### src/rtl/cpu_pkg.sv
// rtl/cpu_pkg.sv - shared opcode, op-select and sequencer state definitions
package cpu_pkg;

  localparam int OP_NOP = 0;
  localparam int OP_SHL = 1;
  localparam int OP_ADD = 2;
  localparam int OP_SUB = 3;
  localparam int OP_XOR = 4;
  localparam int OP_OR  = 5;
  localparam int OP_AND = 6;
  localparam int OP_SHR = 7;
  localparam int OP_NOT = 8;
  localparam int OP_MOV = 9;

  // Bit positions inside the one-hot op_sel bus
  localparam int SEL_SHL = 7;
  localparam int SEL_ADD = 6;
  localparam int SEL_SUB = 5;
  localparam int SEL_XOR = 4;
  localparam int SEL_OR  = 3;
  localparam int SEL_AND = 2;
  localparam int SEL_SHR = 1;
  localparam int SEL_NOT = 0;

  typedef enum logic [2:0] {
    ST_IDLE = 3'd0,
    ST_EXEC = 3'd1,
    ST_WB   = 3'd2,
    ST_MOVE = 3'd3,
    ST_NULL = 3'd4
  } state_t;

  typedef enum logic [1:0] {
    CLS_NULL = 2'd0,
    CLS_ALU  = 2'd1,
    CLS_MOV  = 2'd2
  } op_class_t;

  function automatic logic [7:0] sel_onehot(input int idx);
    return 8'(1) << idx;
  endfunction

endpackage

### src/rtl/alu_seq_if.sv
// rtl/alu_seq_if.sv - instruction handshake between decoder and sequencer
interface alu_seq_if #(
  parameter int NREG = 4,
  parameter int OPW  = 4
);
  localparam int SW = (NREG > 1) ? $clog2(NREG) : 1;

  logic           instr_valid;
  logic           instr_ready;
  logic [OPW-1:0] instr_op;
  logic [SW-1:0]  instr_src;
  logic [SW-1:0]  instr_dst;

  modport master (
    output instr_valid, instr_op, instr_src, instr_dst,
    input  instr_ready
  );

  modport slave (
    input  instr_valid, instr_op, instr_src, instr_dst,
    output instr_ready
  );
endinterface

### src/rtl/alu_seq_dec.sv
// rtl/alu_seq_dec.sv - combinational opcode decode into class, op_sel and illegal flag
module alu_seq_dec
  import cpu_pkg::*;
#(
  parameter int OPW = 4
) (
  input  logic [OPW-1:0] op,
  output op_class_t      cls,
  output logic [7:0]     op_sel,
  output logic           illegal
);

  always_comb begin
    cls     = CLS_NULL;
    op_sel  = '0;
    illegal = 1'b0;
    case (int'(op))
      OP_NOP: cls = CLS_NULL;
      OP_SHL: begin cls = CLS_ALU; op_sel = sel_onehot(SEL_SHL); end
      OP_ADD: begin cls = CLS_ALU; op_sel = sel_onehot(SEL_ADD); end
      OP_SUB: begin cls = CLS_ALU; op_sel = sel_onehot(SEL_SUB); end
      OP_XOR: begin cls = CLS_ALU; op_sel = sel_onehot(SEL_XOR); end
      OP_OR:  begin cls = CLS_ALU; op_sel = sel_onehot(SEL_OR);  end
      OP_AND: begin cls = CLS_ALU; op_sel = sel_onehot(SEL_AND); end
      OP_SHR: begin cls = CLS_ALU; op_sel = sel_onehot(SEL_SHR); end
      OP_NOT: begin cls = CLS_ALU; op_sel = sel_onehot(SEL_NOT); end
      OP_MOV: cls = CLS_MOV;
      default: illegal = 1'b1;
    endcase
  end

endmodule

### src/rtl/alu_seq.sv
// rtl/alu_seq.sv - ALU control sequencer: FSM, instruction latch, register one-hot expansion
module alu_seq
  import cpu_pkg::*;
#(
  parameter int NREG = 4,
  parameter int OPW  = 4
) (
  input  logic            clk,
  input  logic            rst_n,
  alu_seq_if.slave        instr,
  output logic            ialu,
  output logic            ealu,
  output logic [7:0]      op_sel,
  output logic [NREG-1:0] src_en,
  output logic [NREG-1:0] dst_ld,
  output logic            busy,
  output logic            done,
  output logic            err
);

  localparam int SW = (NREG > 1) ? $clog2(NREG) : 1;

  state_t          state, state_nxt;
  op_class_t       in_cls;
  logic [7:0]      in_sel;
  logic            in_ill;
  logic [7:0]      sel_q;
  logic            ill_q;
  logic [SW-1:0]   src_q, dst_q;
  logic [NREG-1:0] src_oh, dst_oh;
  logic            ready;
  logic            accept;

  alu_seq_dec #(.OPW(OPW)) u_dec (
    .op      (instr.instr_op),
    .cls     (in_cls),
    .op_sel  (in_sel),
    .illegal (in_ill)
  );

  assign ready             = (state == ST_IDLE);
  assign instr.instr_ready = ready;
  assign accept            = instr.instr_valid && ready;

  // Decoded fields are latched so outputs depend only on registered state
  always_ff @(posedge clk or negedge rst_n) begin
    if (!rst_n) begin
      sel_q <= '0;
      ill_q <= 1'b0;
      src_q <= '0;
      dst_q <= '0;
    end else if (accept) begin
      sel_q <= in_sel;
      ill_q <= in_ill;
      src_q <= instr.instr_src;
      dst_q <= instr.instr_dst;
    end
  end

  always_ff @(posedge clk or negedge rst_n) begin
    if (!rst_n) state <= ST_IDLE;
    else        state <= state_nxt;
  end

  always_comb begin
    state_nxt = state;
    case (state)
      ST_IDLE: begin
        if (accept) begin
          case (in_cls)
            CLS_ALU: state_nxt = ST_EXEC;
            CLS_MOV: state_nxt = ST_MOVE;
            default: state_nxt = ST_NULL;
          endcase
        end
      end
      ST_EXEC: state_nxt = ST_WB;
      default: state_nxt = ST_IDLE;
    endcase
  end

  assign src_oh = NREG'(1) << src_q;
  assign dst_oh = NREG'(1) << dst_q;

  // Only EXEC and MOVE drive a register onto the bus, only WB drives the ALU
  always_comb begin
    ialu   = 1'b0;
    ealu   = 1'b0;
    op_sel = '0;
    src_en = '0;
    dst_ld = '0;
    done   = 1'b0;
    err    = 1'b0;
    busy   = (state != ST_IDLE);
    case (state)
      ST_EXEC: begin
        ialu   = 1'b1;
        op_sel = sel_q;
        src_en = sel_q[SEL_NOT] ? '0 : src_oh;
      end
      ST_WB: begin
        ealu   = 1'b1;
        dst_ld = dst_oh;
        done   = 1'b1;
      end
      ST_MOVE: begin
        src_en = src_oh;
        dst_ld = dst_oh;
        done   = 1'b1;
      end
      ST_NULL: begin
        done = 1'b1;
        err  = ill_q;
      end
      default: ;
    endcase
  end

endmodule
### src/flat_wrapper.sv
// flat-port wrapper written by rule: the top's interface ports become plain ports
module alu_seq_flat import cpu_pkg::*;
#(
  parameter int NREG = 4,
  parameter int OPW  = 4
)
  (clk, rst_n, ialu, ealu, op_sel, src_en, dst_ld, busy, done, err, instr_instr_valid, instr_instr_op, instr_instr_src, instr_instr_dst, instr_instr_ready);
  alu_seq_if #(.NREG(NREG), .OPW(OPW)) instr_i ();
  input  logic clk;
  input  logic rst_n;
  output logic ialu;
  output logic ealu;
  output logic [7:0] op_sel;
  output logic [NREG-1:0] src_en;
  output logic [NREG-1:0] dst_ld;
  output logic busy;
  output logic done;
  output logic err;
  input wire logic [$bits(instr_i.instr_valid)-1:0] instr_instr_valid;
  input wire logic [$bits(instr_i.instr_op)-1:0] instr_instr_op;
  input wire logic [$bits(instr_i.instr_src)-1:0] instr_instr_src;
  input wire logic [$bits(instr_i.instr_dst)-1:0] instr_instr_dst;
  output wire logic [$bits(instr_i.instr_ready)-1:0] instr_instr_ready;
  assign instr_i.instr_valid = instr_instr_valid;
  assign instr_i.instr_op = instr_instr_op;
  assign instr_i.instr_src = instr_instr_src;
  assign instr_i.instr_dst = instr_instr_dst;
  assign instr_instr_ready = instr_i.instr_ready;
  alu_seq #(.NREG(NREG), .OPW(OPW)) u_core (.clk(clk), .rst_n(rst_n), .instr(instr_i), .ialu(ialu), .ealu(ealu), .op_sel(op_sel), .src_en(src_en), .dst_ld(dst_ld), .busy(busy), .done(done), .err(err));
endmodule
### config.mk
export PLATFORM = sky130hd
export DESIGN_NAME = alu_seq_flat
export DESIGN_NICKNAME = d
export VERILOG_FILES = /design/src/rtl/cpu_pkg.sv /design/src/rtl/alu_seq_if.sv /design/src/rtl/alu_seq_dec.sv /design/src/rtl/alu_seq.sv /design/src/flat_wrapper.sv
export SDC_FILE = /design/constraint.sdc
export NUM_CORES = 1
export LEC_CHECK = 0
export CORE_MARGIN = 2
export CORE_UTILIZATION = 44
export DETAILED_ROUTE_END_ITERATION = 8
export PLACE_DENSITY = 0.84
export SLEW_MARGIN = 20
export SYNTH_ARGS = -nofsm -noshare
export SYNTH_HDL_FRONTEND = slang
export SYNTH_SLANG_ARGS = --single-unit
### constraint.sdc
create_clock -name clk -period 2.1 [get_ports clk]
set_input_delay 0.42 -clock clk [delete_from_list [all_inputs] [get_ports clk]]
set_output_delay 0.42 -clock clk [all_outputs]
set_load 0.01 [all_outputs]
### Word level (Yosys, flattened, before mapping)

Cells that the tools add are included.

* register bits after elaboration: 16
* bits in latches: 0
* RAM bits: 0
* memory bits (read-only): 0
* input port bits: 11
* output and inout bits: 22
* logic and storage cells: 45
* memories: 0

* add/subtract/negate cells: 0
* multiply operators: 0
* div/mod/pow operators: 0
* order comparisons: 0
* equal/unequal tests: 16
* shifts and indexed selects: 2
* mux-type cells: 14
* bitwise gates (word level): 0
* reductions and logical operators: 8

Operators with widths (number)
* one-hot mux 8 bit (8 select lines): 1
* equality test 4 x 3 -> 1 bit (second input constant): 4
* one-hot mux 3 bit (2 select lines): 2
* OR reduction 10 bit: 1
* equality test 4 x 2 -> 1 bit (second input constant): 2
* equality test 4 bit (second input constant): 2
* two-way mux 4 bit: 2
* two-way mux 8 bit: 1
* one-hot mux 4 bit (2 select lines): 1
* OR reduction 8 bit: 1
* << shifter 1 x 2 -> 4 bit (first input constant): 2
* equality test 3 x 2 -> 1 bit (second input constant): 2
* two-way mux 1 bit: 5
* equality test 4 x 1 -> 1 bit (second input constant): 1
* logical NOT 4 bit: 1
* one-hot mux 2 bit (2 select lines): 1
* equality test 3 x 1 -> 1 bit (second input constant): 1
* equality test 3 bit (second input constant): 1
* logical NOT 3 bit: 1
* two-way mux 3 bit: 1
* nonzero test 3 bit: 1
* OR reduction 3 bit: 1
* equality test 2 x 1 -> 1 bit (second input constant): 1
* equality test 2 bit (second input constant): 1
* other kinds (3): 3

### Depth between registers and ports, before layout

Gate-level depths: netlist of the first run.

* depth after elaboration: 7
* gate-level depth with buffers: 6
* mapped depth without buffers: 5

### By module

A second synthesis of the first run with hierarchy kept.

* cell total of the unflattened synthesis: 80
* area, all modules: 908.4 µm²

By module, submodules not included
* alu_seq: instances 1, cells an instance 63, area each 805.8 µm², sequential area each 400.4 µm²
* alu_seq_dec: instances 1, cells an instance 17, area each 102.6 µm², sequential area each 0.0 µm²

### Least setup slack after synthesis of the first run

Ideal clock, no wire load.

* path kind: flip-flop to output port
* from: reg u_core.state[2]
* to: out op_sel[0]
* data arrival time: 1347 ps
* required time: 1680 ps
* slack: 333 ps
* stages on the path, launching flop included: 4
* path buffers: 1
* cells stage by stage: dfrtp_1 -> buf_2 -> nor3b_1 -> and2_1

* cells in the longest elaborated chain, start to end: 2

RTL lines
* start, declared: RTL line alu_seq.sv:23 `state_t state, state_nxt;`
* start signal, assigned: RTL line alu_seq.sv:62 `else state <= state_nxt;`
* equality test 3 x 1 -> 1 bit: RTL line alu_seq.sv:95 `case (state)`
* two-way mux 8 bit: RTL line alu_seq.sv:95
* end, declared: RTL line flat_wrapper.sv:13 `output logic [7:0] op_sel;`

No other way between the ends.

### Worst setup path in the final report of the first run

* from: reg u_core.state[1]
* to: out ialu

* cells in the longest elaborated chain, start to end: 2

RTL lines
* equality test 3 x 1 -> 1 bit: RTL line alu_seq.sv:95
* two-way mux 1 bit: RTL line alu_seq.sv:95
* end, declared: RTL line flat_wrapper.sv:11 `output logic ialu;`

No other way between the ends.

==> results.ini, run 1 <==
[layout]
multi_input_area_um2=503
drive_gt1_share_pct=29.3
ff_latch_area_um2=402
diodes=0
design_area_um2=1360
finalNonFillerCells=150
fillers=154
utilization_pct=68.8
fin_nets=137
syn_to_final_growth_pct=46.4

[synth]
yosys.area.top_type=dfrtp_1
synth_edf_count=0
syn_avg_cell_area_um2=11.4
async_reset_ff_share_pct=100
ys.flop_type=dfrtp_1
syn_inst=82
syn_area_um2=931
yosys_register_bits=16
post_synth_num_cell_types=26
yosysWarnings=0
yosysTopAreaCellShare_pct=43.0
synth.area.top_cells=dfrtp_1 (43%), mux2_2 (15%), and2_1 (6.0%)
syn_nets=94
yosysSeqAreaShare_pct=43.0

[setup_path]
critical_path_arrival_ns=1.61
setup.worst_path.class=reg -> out
cp.required_ns=1.68
critPathMaxFanout=5
critPathLaunchType=flop
cp-end-kind=output pin

[sta]
maxSlewViolCount=0
worst_pin_slew_ns=0.328
setup_viol=0
finalHoldViolCount=0
fin_crit_ns=2.03
finalSetupTns_ns=0
max_freq_ghz=0.492
finalCritPeriodShare_pct=96.8
fin_ws_ns=0.0674
finClkSkew_ns=0.00315
timing.hold.ws_ns=0.444
relSlewSlack_pct=78.1
rsz0062_at_grt=true

[power_and_ir_drop]
clock_power_share_pct=18.2
switching_share_pct=29.5
pwr-share-comb_pct=34.4
power_frac_seq_pct=47.4
total_power_uw=847
switchingPower_uw=250
max-vdd-ir-drop_mv=0.448
p_int_uw=598
powerDensity_nw_per_um2=622
p_leak_nw=0.712

[die]
die-area_um2=2500
rows=16
start_util_pct=47.0
ios=33
die_h_um=50.0
die_x_um=50.0
core_area_um2=1980

[placed_design]
globalplace.congestion=0.723
hpwl_mm=1.38
placed_area_um2=1310
io_buffers=32
dpl.cell_count=143
pre_cts_ws_ns=0.0323

[clock_tree]
cts-root-buf=clkbuf_4
cts_made_buffers=3
htree_levels=1
clockBufferDepth=2
clk_pin_slew_worst_paths_ns=0.08
postCtsHoldBufs=0
cts_tree=built
clock_latency_ns=0.28
clkSinkCount=16

[detailed_routing]
avgRoutedWirePerCell_um=12.2
dr.pass1.iters=4
wl_mm=1.84
viasPerCell=5.09
vias=763
drt-initial-drc-count=6
drtAntennaViolNets=0
drc=0

[min_path]
min_path_type=in -> async

[global_route]
grt_overflow=0
grt_pass1_wl_mm=3.17
antenna_found_initial=0
grt_max_degree=17
grt_usage_pct=16.5
grt_pass1_vias=754

[status]
status=completed

[run]
maxCapViolations=0

kinds of logic after synthesis:
| group | share of synthesized area (%) |
|---|---|
| AOI/OAI and AO/OA | 1.88 |
| xor gates and xnor gates | 0.941 |
| adders and majority gates | 1.34 |
| buffers and inverters | 5.51 |
| DFF | 43.0 |
| muxes | 15.6 |
| and+or+nand+nor | 31.7 |
cell usage in the layout, fill, tap and decap left out, types with 2 or more instances in the layout:
cell type / instances
clkbuf_2: 2
nor3_1: 3
mux2_2: 12
clkdlybuf4s50_1: 12
nor4bb_1: 5
nor4b_2: 2
and2_1: 9
buf_4: 13
dfrtp_1: 15
dlymetal6s2s_1: 2
dlygate4sd2_1: 15
nor3b_1: 3
inv_1: 2
and3_1: 2
clkbuf_4: 3
nor2_1: 2
nor2b_1: 2
nor4b_1: 4
sequential cells by signal (all words and copies together) (netlist names):
register,flops
u_core.sel_q,8
u_core.dst_q,2
u_core.ill_q,1
u_core.state,3
u_core.src_q,2
worst max-delay path, stage by stage, from the launching register on:
cell	delay, ns
dfrtp_2	0.43
nor3b_1	0.20
buf_4	0.17
clkdlybuf4s50_1	0.53
layout make-up:
| cell class | count | area share, % |
|---|---|---|
| multi-input combinational | 57 | 36.9 |
| sequential | 16 | 29.5 |
| timing repair buffer | 45 | 28.9 |
| tap | 27 | 2.48 |
| clock buffer | 3 | 1.65 |
| inverter | 2 | 0.551 |
synth_stat cells (2+ instances only):
library cell  number
buf_6              2
clkbuf_1           3
and3_1             2
inv_1              2
nor3b_1            3
nor2_1             2
buf_2              2
and2_1             9
nor4b_1            6
mux2_2            12
dfrtp_1           16
nor4bb_1           5
nor3_1             4
nor2b_1            2
power groups by stage:
stage          Combinational, mW  Clock (mW)  Sequential, mW
2_1_floorplan              0.174           0           0.392
3_3_place_gp               0.281           0           0.403
3_5_place_dp               0.286           0           0.406
4_1_cts                    0.284       0.163           0.397
5_1_grt                    0.319       0.180           0.408
6_report                   0.292       0.155           0.401
timing repair:
item	CTS	global route
pin swaps	0	1
gates resized for setup	19	12
gates cloned	0	0
buffers inserted	2	2
endpoints found under the setup margin	19	8
path summary, 6_finish.rpt:
kind | start | slack [ns] | cells past startpoint | to
setup / recovery | u_core.state[1] | 0.07 | 3 | ialu
hold / removal | rst_n | 0.44 | 2 | u_core.state[1]
setup reg to reg | u_core.state[1] | 0.56 | 4 | u_core.sel_q[7]
hold reg to reg | u_core.sel_q[4] | 0.51 | 1 | u_core.sel_q[4]
max in group asynchronous | rst_n | 1.47 | 2 | u_core.state[1]
min in group clk | u_core.sel_q[4] | 0.51 | 1 | u_core.sel_q[4]
layer usage:
| metal | wire length [µm] | share of wire [%] | vias to the layer above | global-route usage, % |
|---|---|---|---|---|
| met5 | 0 | 0 | - | 0 |
| met4 | 25 | 1.4 | 0 | 5.56 |
| met3 | 102 | 5.6 | 2 | 3.03 |
| met2 | 928 | 51 | 28 | 28.7 |
| met1 | 779 | 42 | 353 | 20.2 |
| li1 | - | - | 380 | - |
Note: power is estimated with default switching activity, not from simulation.
==> run 2, diff against run 1 <==
GPL_ROUTABILITY_DRIVEN = 0   (was default)
==> results of run 2 <==
Same layout as run 1: the final DEF is identical, and so are final timing and power.
==> run 3, diff against run 2 <==
PLACE_DENSITY = 0.79   (was 0.84)
SETUP_SLACK_MARGIN = 0.02   (was default)
==> run 3 against run 2 <==
Against the previous run: routed wire length increased by 3.3%; worst hold slack improved by 0.0081 ns; total power shrank 0.70%; via count increased by 0.39%; setup slack gained 0.046 ns; sequential share of layout area shrank 0.51 points; count of clock-buffer cells in the layout stayed put; highest routed layer unchanged; design area grew 2.4%; utilization is 1.6 points higher; clock power shrank 5%; non-clock buffer count is 1 lower; combinational power hardly changed; critical path type unchanged; largest power group unchanged.
==> results.ini, run 3 (synthesis gave the netlist of run 1 again) <==
[sta]
max_freq_ghz=0.503  ; +2.3%
timing.hold.ws_ns=0.452  ; +0.00811 ns
setup_viol=0  ; unchanged
finalCritPeriodShare_pct=94.6  ; -2.2 points
finClkSkew_ns=0.00201  ; -0.00114 ns
finalHoldViolCount=0  ; unchanged
relSlewSlack_pct=81.0  ; +2.9 points
maxSlewViolCount=0  ; unchanged
worst_pin_slew_ns=0.282  ; -0.0462 ns
fin_crit_ns=1.99  ; -0.0463 ns
rsz0062_at_grt=false

[layout]
largest_reg_flops=8  ; unchanged
final_common_cell=dfrtp_1
utilization_pct=70.4  ; +1.6 points
design_area_um2=1400  ; +2.4%
fillers=151  ; -1.9%
diodes=0  ; unchanged
syn_to_final_growth_pct=49.9
reg_top3=u_core.sel_q: 8 flops, u_core.state: 3 flops
layout_common_cells=dfrtp_1 (13), mux2_2 (12), buf_4 (12)
largest-register=u_core.sel_q
fin_nets=136  ; -0.73%
drive_gt1_share_pct=27.9  ; -1.4 points

[detailed_routing]
dr.pass1.iters=4  ; unchanged
drtAntennaViolNets=0  ; unchanged
wl_mm=1.90  ; +3.3%
avgRoutedWirePerCell_um=12.7  ; +4.0%
drt-initial-drc-count=6  ; unchanged
vias=766  ; +0.39%
viasPerCell=5.14  ; +1.1%
drc=0  ; unchanged

[die]
die_x_um=50.0  ; unchanged
core_area_um2=1980  ; unchanged
ios=33  ; unchanged
start_util_pct=47.0  ; unchanged
rows=16  ; unchanged
die-area_um2=2500  ; unchanged
die_h_um=50.0  ; unchanged

[power_and_ir_drop]
total_power_uw=841  ; -0.70%
powerDensity_nw_per_um2=603  ; -3.0%
p_leak_nw=0.832  ; +17%
max-vdd-ir-drop_mv=0.314  ; -30%

[run]
maxCapViolations=0  ; unchanged

[setup_path]
critPathLaunchType=flop
cp.required_ns=1.68  ; about the same
slowest_stage=clkdlybuf4s50_1
critical_path_arrival_ns=1.57  ; -0.04 ns
critPathMaxFanout=5  ; unchanged
path_buf_inv=3  ; +1
slowest_delay_ns=0.47  ; -0.06 ns
r2r_slack_ns=0.29  ; -0.27 ns
setup.worst_path.class=reg -> out
path_cells=buf_4 > nor3_4 > inv_1 > clkdlybuf4s50_1
cp-end-kind=output pin
cpLargestDelayFamily=buffers and inverters

[global_route]
grt_max_degree=17  ; unchanged
grt_pass1_vias=746  ; -1.1%
grt_overflow=0  ; unchanged
grt_usage_pct=16.8  ; +0.29 points
antenna_found_initial=0  ; unchanged
grt_pass1_wl_mm=3.24  ; +2.0%

[clock_tree]
clkSinkCount=16  ; unchanged
cts-root-buf=clkbuf_4
htree_levels=1  ; unchanged
postCtsHoldBufs=0  ; unchanged
cts_made_buffers=3  ; unchanged
clock_latency_ns=0.27  ; about the same
clk_pin_slew_worst_paths_ns=0.08  ; about the same
cts_tree=built
clockBufferDepth=2  ; unchanged

[min_path]
min_path_type=in -> async

[placed_design]
hpwl_mm=1.31  ; -5.0%
placed_area_um2=1310  ; unchanged
io_buffers=32  ; unchanged

[status]
status=completed

## run 3: timing repair
action | CTS | global route
gates cloned | 1 | 0
setup buffers | 2 | 0
resized for setup | 16 | 15
endpoints found under the setup margin | 17 | 11
endpoints found under the hold margin | 0 | 0
## run 3: through the flow
step / std cells / setup slack, ns / setup TNS, ns
4_1_cts: 149 / -0.113 / -0.806
5_1_grt: 149 / 0.0265 / 0
2_1_floorplan: 82 / 0.333 / 0
3_3_place_gp: 143 / 0.145 / 0
6_report: 149 / 0.114 / 0
3_5_place_dp: 143 / 0.0968 / 0
## run 3: path summary, 6_finish.rpt
check / endpoint / startpoint / cells past startpoint
hold / removal: u_core.sel_q[7] / rst_n / 2
max in group asynchronous: u_core.state[0] / rst_n / 2
setup reg to reg: u_core.dst_q[1] / u_core.state[1] / 5
hold reg to reg: u_core.sel_q[1] / u_core.sel_q[1] / 1
min in group clk: u_core.sel_q[1] / u_core.sel_q[1] / 1
setup / recovery: busy / u_core.state[1] / 4
## run 3: power by group
part	switching (mW)	total [mW]	internal, mW
registers	0.0463	0.404	0.358
clock network	0.0813	0.148	0.0663
logic	0.116	0.290	0.174
total	0.244	0.841	0.598
## run 3: cell type report
type                            count  area, µm²  area share, %
Multi-Input combinational cell     57        505           36.2
Timing Repair Buffer               44        422           30.2
Sequential cell                    16        404           29.0
Tap cell                           27       33.8           2.42
Clock buffer                        3       22.5           1.61
Inverter                            2       7.51          0.538
## run 3: routing by layer
metal | vias up | GRT usage, % | share of wire (%)
li1 | 378 | - | -
met1 | 351 | 20.7 | 44
met2 | 32 | 28.1 | 47
met3 | 5 | 2.73 | 6.0
met4 | 0 | 8.33 | 2.1
met5 | - | 0 | 0
## run 3: worst reg2reg max path: cells and delay by family, from the launching register on
kind / cells / cell delay, ns
buffers and inverters: 3 / 0.58
DFF: 1 / 0.44
muxes: 1 / 0.36
and+or+nand+nor: 1 / 0.33
